$ cat src/rtl/vmem_reader.sv
`default_nettype none
// ============================================================================
//  Module      : vmem_reader
//  Description : Read-side initiator for the memory's secondary read port.
//                Walks a fixed window of WORDS words starting at BASE,
//                captures each word and streams it out byte by byte, MSB
//                first, on a valid/ready interface. Optional looping, abort
//                on stop, done pulse and completed-frame counter.
//  Revision    : 1.0 - initial release
// ============================================================================
module vmem_reader #(
    parameter logic [31:0] BASE  = 32'h0000_0080,
    parameter int          WORDS = 16
) (
    input  logic        clk,
    input  logic        reset,
    input  logic        start,
    input  logic        stop,
    input  logic        loop,
    output logic [31:0] va,
    input  logic [31:0] vd,
    output logic [7:0]  out_data,
    output logic        out_valid,
    input  logic        out_ready,
    output logic        busy,
    output logic        done,
    output logic [7:0]  frames
);

    localparam int              c_IDXW = (WORDS > 1) ? $clog2(WORDS) : 1;
    localparam logic [c_IDXW-1:0] c_LAST = c_IDXW'(WORDS - 1);

    localparam logic [1:0] c_IDLE  = 2'd0;
    localparam logic [1:0] c_FETCH = 2'd1;
    localparam logic [1:0] c_SEND  = 2'd2;
    localparam logic [1:0] c_DONE  = 2'd3;

    logic [1:0]        r_state;
    logic [c_IDXW-1:0] r_idx;
    logic [1:0]        r_bcnt;
    logic [31:0]       r_sh;
    logic [7:0]        r_frames;

    logic w_hs;

    // A byte is consumed when the sink accepts while we present in SEND.
    assign w_hs = (r_state == c_SEND) && out_ready;

    // Address comes from the index register only: no input-to-va path.
    assign va = BASE + {{(30 - c_IDXW){1'b0}}, r_idx, 2'b00};

    // Stream and status outputs are pure decodes of registered state.
    assign out_data  = r_sh[31:24];
    assign out_valid = (r_state == c_SEND);
    assign busy      = (r_state != c_IDLE);
    assign done      = (r_state == c_DONE);
    assign frames    = r_frames;

    // Frame sequencer: fetch a word, shift it out, advance or finish.
    always_ff @(posedge clk) begin
        if (!reset) begin
            r_state  <= c_IDLE;
            r_idx    <= '0;
            r_bcnt   <= 2'd0;
            r_sh     <= 32'd0;
            r_frames <= 8'd0;
        end else if (stop) begin
            // Abort wins over everything, including a final handshake.
            r_state <= c_IDLE;
            r_idx   <= '0;
            r_bcnt  <= 2'd0;
            r_sh    <= 32'd0;
        end else begin
            case (r_state)
                c_IDLE: begin
                    if (start) begin
                        r_state <= c_FETCH;
                        r_idx   <= '0;
                    end
                end
                c_FETCH: begin
                    // Sees RAM content of this cycle; a same-edge write is missed.
                    r_sh    <= vd;
                    r_bcnt  <= 2'd0;
                    r_state <= c_SEND;
                end
                c_SEND: begin
                    if (w_hs) begin
                        r_sh   <= {r_sh[23:0], 8'h00};
                        r_bcnt <= r_bcnt + 2'd1;
                        if (r_bcnt == 2'd3) begin
                            if (r_idx != c_LAST) begin
                                r_idx   <= r_idx + 1'b1;
                                r_state <= c_FETCH;
                            end else begin
                                r_frames <= r_frames + 8'd1;
                                if (loop) begin
                                    r_idx   <= '0;
                                    r_state <= c_FETCH;
                                end else begin
                                    r_state <= c_DONE;
                                end
                            end
                        end
                    end
                end
                default: begin
                    r_idx   <= '0;
                    r_state <= c_IDLE;
                end
            endcase
        end
    end

endmodule
`default_nettype wire

$ cat config.mk
export PLATFORM = sky130hd
export DESIGN_NAME = vmem_reader
export DESIGN_NICKNAME = d
export VERILOG_FILES = /design/src/rtl/vmem_reader.sv
export SDC_FILE = /design/constraint.sdc
export NUM_CORES = 1
export LEC_CHECK = 0
export CAP_MARGIN = 10
export CORE_ASPECT_RATIO = 1.4
export CORE_MARGIN = 10
export CORE_UTILIZATION = 48
export DETAILED_ROUTE_END_ITERATION = 6
export PLACE_DENSITY = 0.86
export SLEW_MARGIN = 25
export SYNTH_ARGS = -nofsm -noshare
export SYNTH_HDL_FRONTEND = slang
export SYNTH_SLANG_ARGS = --single-unit
$ cat constraint.sdc
create_clock -name clk -period 2.71 [get_ports clk]
set_input_delay 0.271 -clock clk [delete_from_list [all_inputs] [get_ports clk]]
set_output_delay 0.271 -clock clk [all_outputs]
set_load 0.01 [all_outputs]
# Word level (Yosys, flattened, before mapping)
# Index checks and enable logic that the tools add are counted.
dict set report totals {
  reg_bits 48
}
dict set report classes {
  addsub 4
  n_eq_ne 9
  mux 16
  n_reduce_logical 9
  bitwise_logic 4
}
# operator count
set op_table {}
lappend op_table {{$pmux 32 s2} 1}
lappend op_table {{$mux 32} 1}
lappend op_table {{$mux 4} 5}
lappend op_table {{$mux 2} 6}
lappend op_table {{$pmux 4 s3} 1}
lappend op_table {{$reduce_and 5->1} 2}
lappend op_table {{$add 8x6->9 const A} 1}
lappend op_table {{$add 8x1->8 const B} 1}
lappend op_table {{$eq 2x2->1 const B} 3}
lappend op_table {{$pmux 2 s3} 1}
lappend op_table {{$add 4x1->4 const B} 1}
lappend op_table {{$ne 2x1->1 const B} 2}
lappend op_table {{$ne 4x4->1 const B} 1}
lappend op_table {{$not 1->1} 4}
lappend op_table {{$pmux 2 s2} 1}
lappend op_table {{$reduce_bool 2->1} 2}
lappend op_table {{$ne 3x2->1 const B} 1}
lappend op_table {{$reduce_and 3->1} 1}
lappend op_table {{$add 2x1->2 const B} 1}
lappend op_table {{$eq 2x1->1 const B} 1}
lappend op_table {{$logic_not 2->1} 1}
lappend op_table {{$ne 2x2->1 const B} 1}
lappend op_table {{$reduce_and 2->1} 1}
lappend op_table {{$reduce_or 2->1} 1}
lappend op_table {{$logic_and 1x1->1} 1}

# Longest topological paths before layout
# Gate-level depths: netlist of run 1.
dict set report depth {
  word_depth 5
  depth_mapped 6
  ltp_nobuf 5
}

# Worst setup path before layout of run 1
# OpenSTA, ideal clock, no wires.
dict set report synth_path {
  path_type {flip-flop to flip-flop}
  start {register r_idx[0]}
  end {register r_frames[7] (netlist: frames[7])}
  period_less_slack_ns 1.703
  arrival_ns 1.633
  setup_ns 0.070
  slack_ns 1.007
  path_stages_with_launch 6
  cell_sequence {dfxtp_1 > ha_1 > and3_2 > nand4_4 > or4_1 > a21oi_1}
}
dict set report synth_between {
  elab_chain_cells 3
}
# element line
set synth_rtl {}
lappend synth_rtl {{start: declaration} 39} ;# logic [c_IDXW-1:0] r_idx;
lappend synth_rtl {{start signal: assignment} 93} ;# r_idx <= r_idx + 1'b1;
lappend synth_rtl {{$ne 4x4->1} 92} ;# if (r_idx != c_LAST) begin
lappend synth_rtl {{$not 1->1 (no line)} --}
lappend synth_rtl {{$reduce_and 5->1 (no line)} --}
lappend synth_rtl {{end signal: assignment} 96} ;# r_frames <= r_frames + 8'd1;
lappend synth_rtl {{end: declaration} 42} ;# logic [7:0] r_frames;
# Every way passes these cells.
# A chain may end at the register's enable or synchronous reset.

# Worst setup path in the final report of run 1
dict set report layout_path {
  start {register r_state[1]}
  end {output port out_valid}
}
dict set report layout_between {
  elab_chain_cells 1
}
# element line
set layout_rtl {}
lappend layout_rtl {{start: declaration} 38} ;# logic [1:0] r_state;
lappend layout_rtl {{start signal: assignment} 62} ;# r_state <= c_IDLE;
lappend layout_rtl {{start signal: assignment} 69} ;# r_state <= c_IDLE;
lappend layout_rtl {{start signal: assignment} 77} ;# r_state <= c_FETCH;
lappend layout_rtl {{$eq 2x2->1} 54} ;# assign out_valid = (r_state == c_SEND);
lappend layout_rtl {{end: declaration} 23} ;# output logic out_valid,
# Every way passes these cells.

==> reports/qor.yml, run 1 <==
sta:
  max_slew_margin: 0.379
  max_clock_freq_ghz: 0.465
  setup-violations-final: 0
  hold_ws_ns: 0.480
  setup-tns-final_ns: 0
  worst-slew-pin-transition_ns: 0.924
  grt_setup_unrepaired: "no"
  fin_worst_skew_ns: 0.0105
  layout_min_cycle_time_ns: 2.15
  fin_crit_sh: 0.793
  hold_viol_final: 0
  drv_slew: 0
placement:
  place.gp.congestion: 0.815
  port-buffer-count: 60
  detailed_place.area_mm2: 0.00287
  hpwl_after_detailed_placement_um: 4390
clock_network:
  clkLatencyLatePin_ns: 0.30
  post_cts_resized: 0
  tritoncts: "built"
  worst_setup_hold_path_clk_slew_ns: 0.09
  numCtsBuffers: 5
  cts_max_level: 2
  clock-sinks: 48
  cts_buffer_depth: 2
  clockRootBuffer: "sky130_fd_sc_hd__clkbuf_8"
  post_cts_hold_buffer_count: 0
  post_cts.repair.setup_buffers: 0
critical_path:
  max_stage_delay_ns: 0.60
  crit_type: "register to output pin"
  critical-path-slowest-cell: "sky130_fd_sc_hd__clkdlybuf4s50_1"
  cp-start-kind: "register"
  r2r-start: "r_idx[1]"
  critPathLaunch: "r_state[1]"
  crit_chain: "nand2b_1, inv_2, buf_4, clkdlybuf4s50_1"
  critical_path_required_ns: 2.44
  worstSetupEndpointType: "output pin"
  cp_max_fo: 25
  critPathArrivalTime_ns: 1.88
floorplanning:
  design.portCount: 89
  site_row_count: 30
  die_area_mm2: 0.00829
  coreArea_mm2: 0.00484
  die_h_um: 104
  floorplan.initialDensity: 0.497
  chip_width_um: 79.9
run_status:
  outcome: "finished, final reports clean"
synth:
  seq_area_frac_synth: 0.399
  synth_top_cell_by_area: "sky130_fd_sc_hd__dfxtp_1"
  syn_area_per_cell_um2: 8.16
  post-synth-top-area-fraction: 0.399
  synth_area_leaders: "sky130_fd_sc_hd__dfxtp_1 40%, sky130_fd_sc_hd__buf_4 12%, sky130_fd_sc_hd__a311oi_1 9.1%"
  synthDistinctLibCells: 42
  post_synthesis_cell_count: 295
  yosys_register_bits: 48
  syn_area_mm2: 0.00241
  yosysWarningCount: 0
final_layout:
  layout-drive-gt1-share: 0.0588
  sequential_cell_area_um2: 961
  area.growth.synth_to_final_pct: 23.1
  layout.filler_cells: 420
  antenna_cells_inserted: 0
  finalInstanceArea_mm2: 0.00296
  final_net_count: 380
  area_occupied_by_multi_input_gates_mm2: 0.00118
pwr:
  power_density_mw_per_mm2: 457
  power_leakage_nw: 1.11
  power.ir.vdd_worst_mv: 0.241
grt:
  antenna_found_initial: 0
  grt_util_all_layers: 0.136
  grt_first_pass_wirelength_um: 9360
  globalRouteOverflowTotal: 0
  pin_count_of_the_biggest_net_entering_global_routing: 49
  vias_in_the_first_global_route: 1986
route:
  vias: 2105
  drtIter0Drc: 144
  detail_route.first_pass.iterations: 4
  route.antenna.remaining_nets: 0
  drt_wl_total_um: 5950
  route.detailed.wl_per_inst_um: 14.7
  detail_route.vias_per_cell: 5.21
  route.detailed.drc: 0
worst_hold_path:
  worst_hold_startpoint: "r_sh[23]"
  worst_hold_path_type: "register to register"
run:
  drv_cap: 0
## synthesized netlist by cell type
library cell and instances:
sky130_fd_sc_hd__nand2_1 55, sky130_fd_sc_hd__dfxtp_1 48, sky130_fd_sc_hd__nor2_1 42, sky130_fd_sc_hd__buf_4 38, sky130_fd_sc_hd__a311oi_1 25, sky130_fd_sc_hd__a22oi_1 8
sky130_fd_sc_hd__clkbuf_1 8, sky130_fd_sc_hd__a21oi_1 7, sky130_fd_sc_hd__buf_2 7, sky130_fd_sc_hd__inv_1 4, sky130_fd_sc_hd__o21ai_0 4, sky130_fd_sc_hd__ha_1 3
sky130_fd_sc_hd__mux2i_1 3, sky130_fd_sc_hd__nand2b_1 3, sky130_fd_sc_hd__nand3_1 3, sky130_fd_sc_hd__or4_1 3, sky130_fd_sc_hd__xnor2_1 3, sky130_fd_sc_hd__and2_1 2
sky130_fd_sc_hd__and3_2 2, sky130_fd_sc_hd__conb_1 2, sky130_fd_sc_hd__nand4_1 2, sky130_fd_sc_hd__o31ai_1 2, sky130_fd_sc_hd__or3_1 2, sky130_fd_sc_hd__a211o_1 1
sky130_fd_sc_hd__a21o_1 1, sky130_fd_sc_hd__a21oi_2 1, sky130_fd_sc_hd__a31o_2 1, sky130_fd_sc_hd__a32oi_1 1, sky130_fd_sc_hd__and2b_1 1, sky130_fd_sc_hd__and3_1 1
sky130_fd_sc_hd__and4b_4 1, sky130_fd_sc_hd__inv_2 1, sky130_fd_sc_hd__nand3b_1 1, sky130_fd_sc_hd__nand4_4 1, sky130_fd_sc_hd__nand4b_1 1, sky130_fd_sc_hd__nor2b_1 1
sky130_fd_sc_hd__nor3_1 1, sky130_fd_sc_hd__nor3b_1 1, sky130_fd_sc_hd__nor4_1 1, sky130_fd_sc_hd__o211ai_1 1, sky130_fd_sc_hd__o311ai_0 1, sky130_fd_sc_hd__or2_2 1
## routing by layer
layer	routed length, µm	global-route usage
met5	0	0
met4	89	0.0556
met3	453	0.0355
met2	3100	0.236
met1	2310	0.151
## critical path, delay by kind of cell (launching register included)
family / cells / cell delay, ns
simple gates: 1 / 0.12
buf+inv: 3 / 1.02
flops: 1 / 0.45
## per-stage QoR
| stage | util | power, mW | worst slack (ns) | std cells |
|---|---|---|---|---|
| 2_1_floorplan | - | 0.872 | 1.01 | 321 |
| 3_3_place_gp | 0.592 | 0.913 | 0.700 | 396 |
| 3_5_place_dp | 0.592 | 0.916 | 0.639 | 396 |
| 4_1_cts | 0.612 | 1.36 | 0.557 | 404 |
| 5_1_grt | 0.612 | 1.41 | 0.453 | 404 |
| 6_report | 0.612 | 1.36 | 0.560 | 404 |
## area by class of cell
type / count / share of cell area
Clock buffer: 6 / 0.0279
Clock inverter: 2 / 0.00507
Inverter: 5 / 0.00633
Multi-Input combinational cell: 215 / 0.397
Sequential cell: 48 / 0.324
Tap cell: 64 / 0.0270
Timing Repair Buffer: 64 / 0.213
## worst paths after layout
check	slack, ns	cells past startpoint	end
min reg2reg	0.48	2	r_sh[31]
min	0.48	2	r_sh[31]
max reg2reg	0.88	5	frames[7]
max	0.56	4	out_valid
## placed cells by master (no fill, tap or decap), types with 3 or more instances in the layout
cell / n
sky130_fd_sc_hd__nor2_1: 42
sky130_fd_sc_hd__clkdlybuf4s50_1: 60
sky130_fd_sc_hd__mux2i_1: 3
sky130_fd_sc_hd__a311oi_1: 25
sky130_fd_sc_hd__inv_1: 4
sky130_fd_sc_hd__a21oi_1: 7
sky130_fd_sc_hd__dfxtp_1: 48
sky130_fd_sc_hd__nand2_1: 55
sky130_fd_sc_hd__nand3_1: 3
sky130_fd_sc_hd__a22oi_1: 8
sky130_fd_sc_hd__or4_1: 3
sky130_fd_sc_hd__buf_4: 4
sky130_fd_sc_hd__clkbuf_8: 6
sky130_fd_sc_hd__o21ai_0: 4
sky130_fd_sc_hd__ha_1: 3
sky130_fd_sc_hd__nand2b_1: 3
sky130_fd_sc_hd__xnor2_1: 3
sky130_fd_sc_hd__conb_1: 28
## where the power goes
| group | total [mW] | internal (mW) | switching [mW] |
|---|---|---|---|
| logic | 0.176 | 0.0828 | 0.0930 |
| registers | 0.727 | 0.719 | 0.00822 |
| clock network | 0.453 | 0.207 | 0.246 |
| total | 1.36 | 1.01 | 0.347 |
## flip-flops by register name, indices dropped and copies added (netlist names)
| signal | flops |
|---|---|
| frames | 8 |
| r_state | 2 |
| r_sh | 32 |
| r_idx | 4 |
| r_bcnt | 2 |
## cells by family (layout without fill, tap and decap cells)
family,Yosys count,in the layout,share of synthesized area
flip-flops,48,48,0.399
XOR/XNOR,3,3,0.0109
AO/OA/AOI/OAI,53,53,0.169
other,2,28,0.00312
AND/OR/NAND/NOR,125,125,0.236
buffers and inverters,58,77,0.153
adder cells (fa/ha/maj),3,3,0.0156
multiplexers,3,3,0.0125
Note: power is estimated with default switching activity, not from simulation.
==> inputs of run 2 (changes only) <==
--- a/config.mk
+++ b/config.mk
@@ -8,9 +8,9 @@
 export CAP_MARGIN = 10
 export CORE_ASPECT_RATIO = 1.4
 export CORE_MARGIN = 10
-export CORE_UTILIZATION = 48
+export CORE_UTILIZATION = 40
 export DETAILED_ROUTE_END_ITERATION = 6
-export PLACE_DENSITY = 0.86
+export PLACE_DENSITY = 0.76
 export SLEW_MARGIN = 25
 export SYNTH_ARGS = -nofsm -noshare
 export SYNTH_HDL_FRONTEND = slang
==> constraint.sdc (replaced) <==
create_clock -name clk -period 1.8 [get_ports clk]
set_input_delay 0.18 -clock clk [delete_from_list [all_inputs] [get_ports clk]]
set_output_delay 0.18 -clock clk [all_outputs]
set_load 0.01 [all_outputs]
==> run 2 against run 1 <==
Compared with the run above:
- power rose by 52%
- worst setup slack got worse by 0.51 ns
- critical path depth shrank 1
- die area is 15% higher
- clock skew fell by 0.0015 ns
==> reports/qor.yml, run 2 (synthesized netlist as in run 1, its figures left out) <==
critical_path:
  crit_type: "register to output pin"
  cp-start-kind: "register"
  critPathLaunch: "r_state[0]"
  cp_max_fo: 4  # -84%
  crit_chain: "buf_4, or2_2, clkdlybuf4s50_1"
  cpLargestDelayFamily: "buffers and inverters"
  critical-path-slowest-cell: "sky130_fd_sc_hd__clkdlybuf4s50_1"
  path_buf_inv: 2  # -1
  max_stage_delay_ns: 0.48  # -0.12 ns
  critPathArrivalTime_ns: 1.57  # -0.31 ns
  critical_path_required_ns: 1.62  # -0.82 ns
  reg2regPathDepth: 5  # unchanged
  worstSetupEndpointType: "output pin"
  path_length_in_cells_of_the_critical_path: 3  # -1
  r2r-start: "r_idx[1]"
sta:
  hold_ws_ns: 0.437  # -0.0438 ns
  setup-violations-final: 0  # unchanged
  hold_viol_final: 0  # unchanged
  max_clock_freq_ghz: 0.572
  drv_slew: 0  # unchanged
  grt_setup_unrepaired: "no"
  layout_min_cycle_time_ns: 1.75
  fin_worst_skew_ns: 0.00906  # -0.00147 ns
  fin_crit_sh: 0.971
  setup-tns-final_ns: 0  # unchanged
  final_critical_path_setup_slack_ns: 0.0528  # -0.507 ns
final_layout:
  finalCoreUtilization: 0.519  # -0.0927
  finalInstanceArea_mm2: 0.00305  # +2.7%
  area_occupied_by_multi_input_gates_mm2: 0.00118  # unchanged
  finish.cell_count_without_fillers: 417  # +3.2%
  layout.filler_cells: 588  # +40%
  layout.cells.most_common_list: "59 x sky130_fd_sc_hd__clkdlybuf4s50_1, 55 x sky130_fd_sc_hd__nand2_1, 46 x sky130_fd_sc_hd__dfxtp_1"
  layout.cells.most_common: "sky130_fd_sc_hd__clkdlybuf4s50_1"
  final_net_count: 387  # +1.8%
  area.growth.synth_to_final_pct: 26.4
  layout-drive-gt1-share: 0.0836  # +0.0247
  largest-register: "r_sh"
  sequential_cell_area_um2: 963  # +0.26%
  antenna_cells_inserted: 0  # unchanged
  number_of_flip_flops_in_the_largest_register: 32  # unchanged
placement:
  place.gp.congestion: 0.798  # -2.1%
  detailed_place.area_mm2: 0.00294  # +2.5%
  dp_cells: 409  # +3.3%
  hpwl_after_detailed_placement_um: 4650  # +6.0%
  post-place-ws_ns: 0.0280  # -0.611 ns
  port-buffer-count: 60  # unchanged
route:
  drtIter0Drc: 209  # +45%
  route.antenna.remaining_nets: 0  # unchanged
  route.detailed.wl_per_inst_um: 14.6  # -0.93%
  met1Wirelength_um: 2360  # +2.5%
  vias: 2118  # +0.62%
  dr.max_layer_used: "met4"
  dr_wl_met2_um: 3160  # +1.8%
  drt_wl_total_um: 6080  # +2.3%
  detail_route.vias_per_cell: 5.08  # -2.5%
  met3WireLength_um: 415  # -8.4%
  route.detailed.drc: 0  # unchanged
  detail_route.first_pass.iterations: 4  # unchanged
pwr:
  clock_power_share: 0.333  # about the same
  power.ir.vdd_worst_mv: 0.356  # +48%
  power_density_mw_per_mm2: 676  # +48%
  p_switching_mw: 0.527  # +52%
  design_power_total_mw: 2.06  # +52%
  share_seq_of_total_power: 0.531  # -0.005
  power_leakage_nw: 1.18  # +5.9%
  p_sw_frac: 0.256  # -0.000421
  p_comb_frac: 0.136  # +0.006
  cell_internal_pwr_mw: 1.53  # +52%
grt:
  grt_first_pass_wirelength_um: 9990  # +6.8%
  pin_count_of_the_biggest_net_entering_global_routing: 49  # unchanged
  vias_in_the_first_global_route: 2124  # +6.9%
  grt_util_all_layers: 0.124  # -0.0128
  globalRouteOverflowTotal: 0  # unchanged
  antenna_found_initial: 0  # unchanged
run_status:
  outcome: "finished, final reports clean"
worst_hold_path:
  worst_hold_startpoint: "vd[24]"
  timing.hold.worst_path_depth: 3  # +1
  worst_hold_path_type: "input port to register"
floorplanning:
  design.portCount: 89  # unchanged
  die_area_mm2: 0.00957  # +15%
  chip_width_um: 85.6  # +7.2%
  site_row_count: 33  # +10%
  die_h_um: 112  # +7.7%
  coreArea_mm2: 0.00586  # +21%
  floorplan.initialDensity: 0.411  # -0.0866
clock_network:
  cts_max_level: 2  # unchanged
  clockRootBuffer: "sky130_fd_sc_hd__clkbuf_8"
  post_cts_hold_buffer_count: 0  # unchanged
  clkLatencyLatePin_ns: 0.31  # about the same
  numCtsBuffers: 5  # unchanged
  tritoncts: "built"
  worst_setup_hold_path_clk_slew_ns: 0.09  # about the same
  clock-sinks: 48  # unchanged
  cts_buffer_depth: 2  # unchanged
run:
  drv_cap: 0  # unchanged
-- run 2: cell count changes in the layout (fill, tap and decap cells not counted), sizes merged --
| cell | previous run | this run |
|---|---|---|
| clkdlybuf4s50 | 60 | 59 |
| clkinv | 0 | 2 |
| clkinvlp | 2 | 0 |
| buf | 4 | 11 |
| dlymetal6s2s | 0 | 1 |
-- run 2: final timing paths --
check,endpoint,slack (ns)
worst max-delay path,busy,0.05
worst min register to register,r_sh[27],0.48
worst max register to register,frames[7],0.11
worst min-delay path,r_sh[24],0.44
-- run 2: worst reg2reg max path, delay by kind of cell (launching register included) --
family	cells	cell delay (ns)
fa+ha+maj	1	0.20
compound gates	1	0.15
flops	1	0.41
simple gates	3	0.86
-- run 2: final cells by class --
class | count | area share
sequential | 48 | 0.316
clock inverter | 2 | 0.00452
multi-input combinational | 215 | 0.386
tap | 70 | 0.0288
inverter | 5 | 0.00781
timing repair buffer | 71 | 0.229
clock buffer | 6 | 0.0271
-- run 2: per-layer routing --
metal,global-route usage,vias to the layer above
li1,-,1064
met1,0.131,975
met2,0.215,67
met3,0.0394,12
met4,0.0540,0
met5,0,-
-- run 2: power by group through the flow --
| stage | clock network (mW) | registers, mW | logic (mW) |
|---|---|---|---|
| 2_1_floorplan | 0 | 1.12 | 0.197 |
| 3_3_place_gp | 0 | 1.12 | 0.274 |
| 3_5_place_dp | 0 | 1.12 | 0.278 |
| 4_1_cts | 0.692 | 1.09 | 0.279 |
| 5_1_grt | 0.742 | 1.10 | 0.309 |
| 6_report | 0.686 | 1.09 | 0.280 |
-- run 2: repair_timing --
item | CTS | global route
setup buffers | 0 | 0
setup endpoints to repair | 1 | 3
gates resized for setup | 2 | 4
==> inputs of run 3 (changes only) <==
--- a/config.mk
+++ b/config.mk
@@ -11,6 +11,7 @@
 export CORE_UTILIZATION = 40
 export DETAILED_ROUTE_END_ITERATION = 6
 export PLACE_DENSITY = 0.76
+export SETUP_SLACK_MARGIN = 0.1
 export SLEW_MARGIN = 25
 export SYNTH_ARGS = -nofsm -noshare
 export SYNTH_HDL_FRONTEND = slang
==> run 3 against run 2 <==
Compared with the run above:
- final cell count increased by 1.4%
- hold slack improved by 0.0096 ns
- register-to-register slack improved by 0.10 ns
- first-iteration DRC count decreased by 18%
- wire length increased by 2.5%
- clock skew decreased by 0.00053 ns
- sequential share of layout area decreased by 1.0 points
- worst setup slack improved by 0.10 ns
- design area increased by 3.8%
- sequential power about the same
- critical path type unchanged
==> reports/qor.yml, run 3 (synthesized netlist as in run 1, its figures left out) <==
run_status:
  outcome: "finished, final reports clean"
critical_path:
  cp-start-kind: "register"
  critPathArrivalTime_ns: 1.47  # -0.10 ns
  critical_path_required_ns: 1.62  # about the same
  reg2regPathDepth: 6  # +1
  cp_max_fo: 3  # -1
  worstSetupEndpointType: "output pin"
  crit_type: "register to output pin"
final_layout:
  layout-drive-gt1-share: 0.105  # +0.0212
  largest-register: "r_sh"
  layout.cells.most_common_list: "59 x sky130_fd_sc_hd__clkdlybuf4s50_1, 55 x sky130_fd_sc_hd__nand2_1, 45 x sky130_fd_sc_hd__dfxtp_1"
  final_net_count: 393  # +1.6%
  area_occupied_by_multi_input_gates_mm2: 0.00121  # +2.7%
  antenna_cells_inserted: 0  # unchanged
  layout.filler_cells: 563  # -4.3%
  layout.cells.most_common: "sky130_fd_sc_hd__clkdlybuf4s50_1"
  number_of_flip_flops_in_the_largest_register: 32  # unchanged
  finalCoreUtilization: 0.539  # +0.0196
  finish.cell_count_without_fillers: 423  # +1.4%
  area.growth.synth_to_final_pct: 31.2
  sequential_cell_area_um2: 967  # +0.39%
grt:
  vias_in_the_first_global_route: 2157  # +1.6%
  pin_count_of_the_biggest_net_entering_global_routing: 49  # unchanged
  grt_first_pass_wirelength_um: 10200  # +1.8%
  globalRouteOverflowTotal: 0  # unchanged
  antenna_found_initial: 0  # unchanged
  grt_util_all_layers: 0.125  # +0.00167
sta:
  drv_slew: 0  # unchanged
  fin_worst_skew_ns: 0.00854  # -0.000525 ns
  setup-tns-final_ns: 0  # unchanged
  max_clock_freq_ghz: 0.607  # +6.0%
  setup-violations-final: 0  # unchanged
  grt_setup_unrepaired: "no"
  layout_min_cycle_time_ns: 1.65  # -0.0995 ns
  fin_crit_sh: 0.915  # -0.0553
  hold_viol_final: 0  # unchanged
  final_critical_path_setup_slack_ns: 0.152  # +0.0995 ns
pwr:
  power_leakage_nw: 1.21  # +2.5%
  power_density_mw_per_mm2: 680  # +0.53%
  power.ir.vdd_worst_mv: 0.421  # +18%
floorplanning:
  die_area_mm2: 0.00957  # unchanged
  floorplan.initialDensity: 0.411  # unchanged
  die_h_um: 112  # unchanged
  site_row_count: 33  # unchanged
  design.portCount: 89  # unchanged
  chip_width_um: 85.6  # unchanged
  coreArea_mm2: 0.00586  # unchanged
route:
  drt_wl_total_um: 6230  # +2.5%
  route.detailed.drc: 0  # unchanged
  route.antenna.remaining_nets: 0  # unchanged
  detail_route.first_pass.iterations: 4  # unchanged
  route.detailed.wl_per_inst_um: 14.7  # +1.0%
  detail_route.vias_per_cell: 5.00  # -1.6%
  vias: 2115  # -0.14%
  drtIter0Drc: 172  # -18%
clock_network:
  cts_buffer_depth: 2  # unchanged
  post_cts_hold_buffer_count: 0  # unchanged
  cts_max_level: 2  # unchanged
  numCtsBuffers: 5  # unchanged
  clockRootBuffer: "sky130_fd_sc_hd__clkbuf_8"
  tritoncts: "built"
  clock-sinks: 48  # unchanged
  clkLatencyLatePin_ns: 0.30  # about the same
  worst_setup_hold_path_clk_slew_ns: 0.09  # about the same
worst_hold_path:
  timing.hold.worst_path_depth: 3  # unchanged
  worst_hold_path_type: "input port to register"
placement:
  port-buffer-count: 60  # unchanged
  dp_cells: 411  # +0.49%
  hpwl_after_detailed_placement_um: 4420  # -4.9%
  post-place-ws_ns: 0.0331  # +0.00508 ns
  place.gp.congestion: 0.771  # -3.4%
run:
  drv_cap: 0  # unchanged
[run 3: critical path: stages (launching register included)]
cell,delay (ns)
sky130_fd_sc_hd__dfxtp_1,0.33
sky130_fd_sc_hd__nand2b_1,0.21
sky130_fd_sc_hd__inv_4,0.09
sky130_fd_sc_hd__clkdlybuf4s50_1,0.54
[run 3: metrics by stage]
stage | total power, mW | area [µm²] | hold slack [ns]
3_5_place_dp | 1.40 | 2970 | 0.468
2_1_floorplan | 1.31 | 2510 | 0.302
5_1_grt | 2.24 | 3160 | 0.452
3_3_place_gp | 1.39 | 2970 | 0.463
6_report | 2.15 | 3160 | 0.446
4_1_cts | 2.16 | 3100 | 0.441
[run 3: what timing repair did]
item / CTS / global route
cloned: 0 / 1
gates resized for setup: 3 / 8
pin swaps: 0 / 0
endpoints found under the setup margin: 3 / 11
buffers inserted: 3 / 0
[run 3: where the power goes]
| part | switching, mW | total (mW) | leakage (nW) | internal, mW |
|---|---|---|---|---|
| clock network | 0.345 | 0.758 | 0.0552 | 0.412 |
| logic | 0.152 | 0.299 | 0.764 | 0.147 |
| registers | 0.0112 | 1.09 | 0.390 | 1.08 |
[run 3: cell type report]
class                   count  share of cell area
multi-input cells         215               0.382
clock inverters             2              0.0111
inverters                   5             0.00673
flip-flops and latches     48               0.306
well taps                  70              0.0277
clock buffers               6              0.0230
repair buffers             77               0.243
[run 3: routing by layer]
metal / wire length, µm / vias to the layer above / track usage / share of wire
li1: - / 1072 / - / -
met1: 2490 / 974 / 0.137 / 0.40
met2: 3280 / 63 / 0.221 / 0.53
met3: 393 / 6 / 0.0379 / 0.063
met4: 65 / 0 / 0.0407 / 0.010
met5: 0 / - / 0 / 0
[run 3: worst paths after layout]
| path | slack, ns | to | start |
|---|---|---|---|
| worst max-delay path | 0.15 | out_valid | r_state[0] |
| worst min-delay path | 0.45 | r_sh[18] | vd[18] |
| worst max register to register | 0.21 | frames[5] | r_idx[1] |
| worst min register to register | 0.48 | r_sh[23] | r_sh[15] |
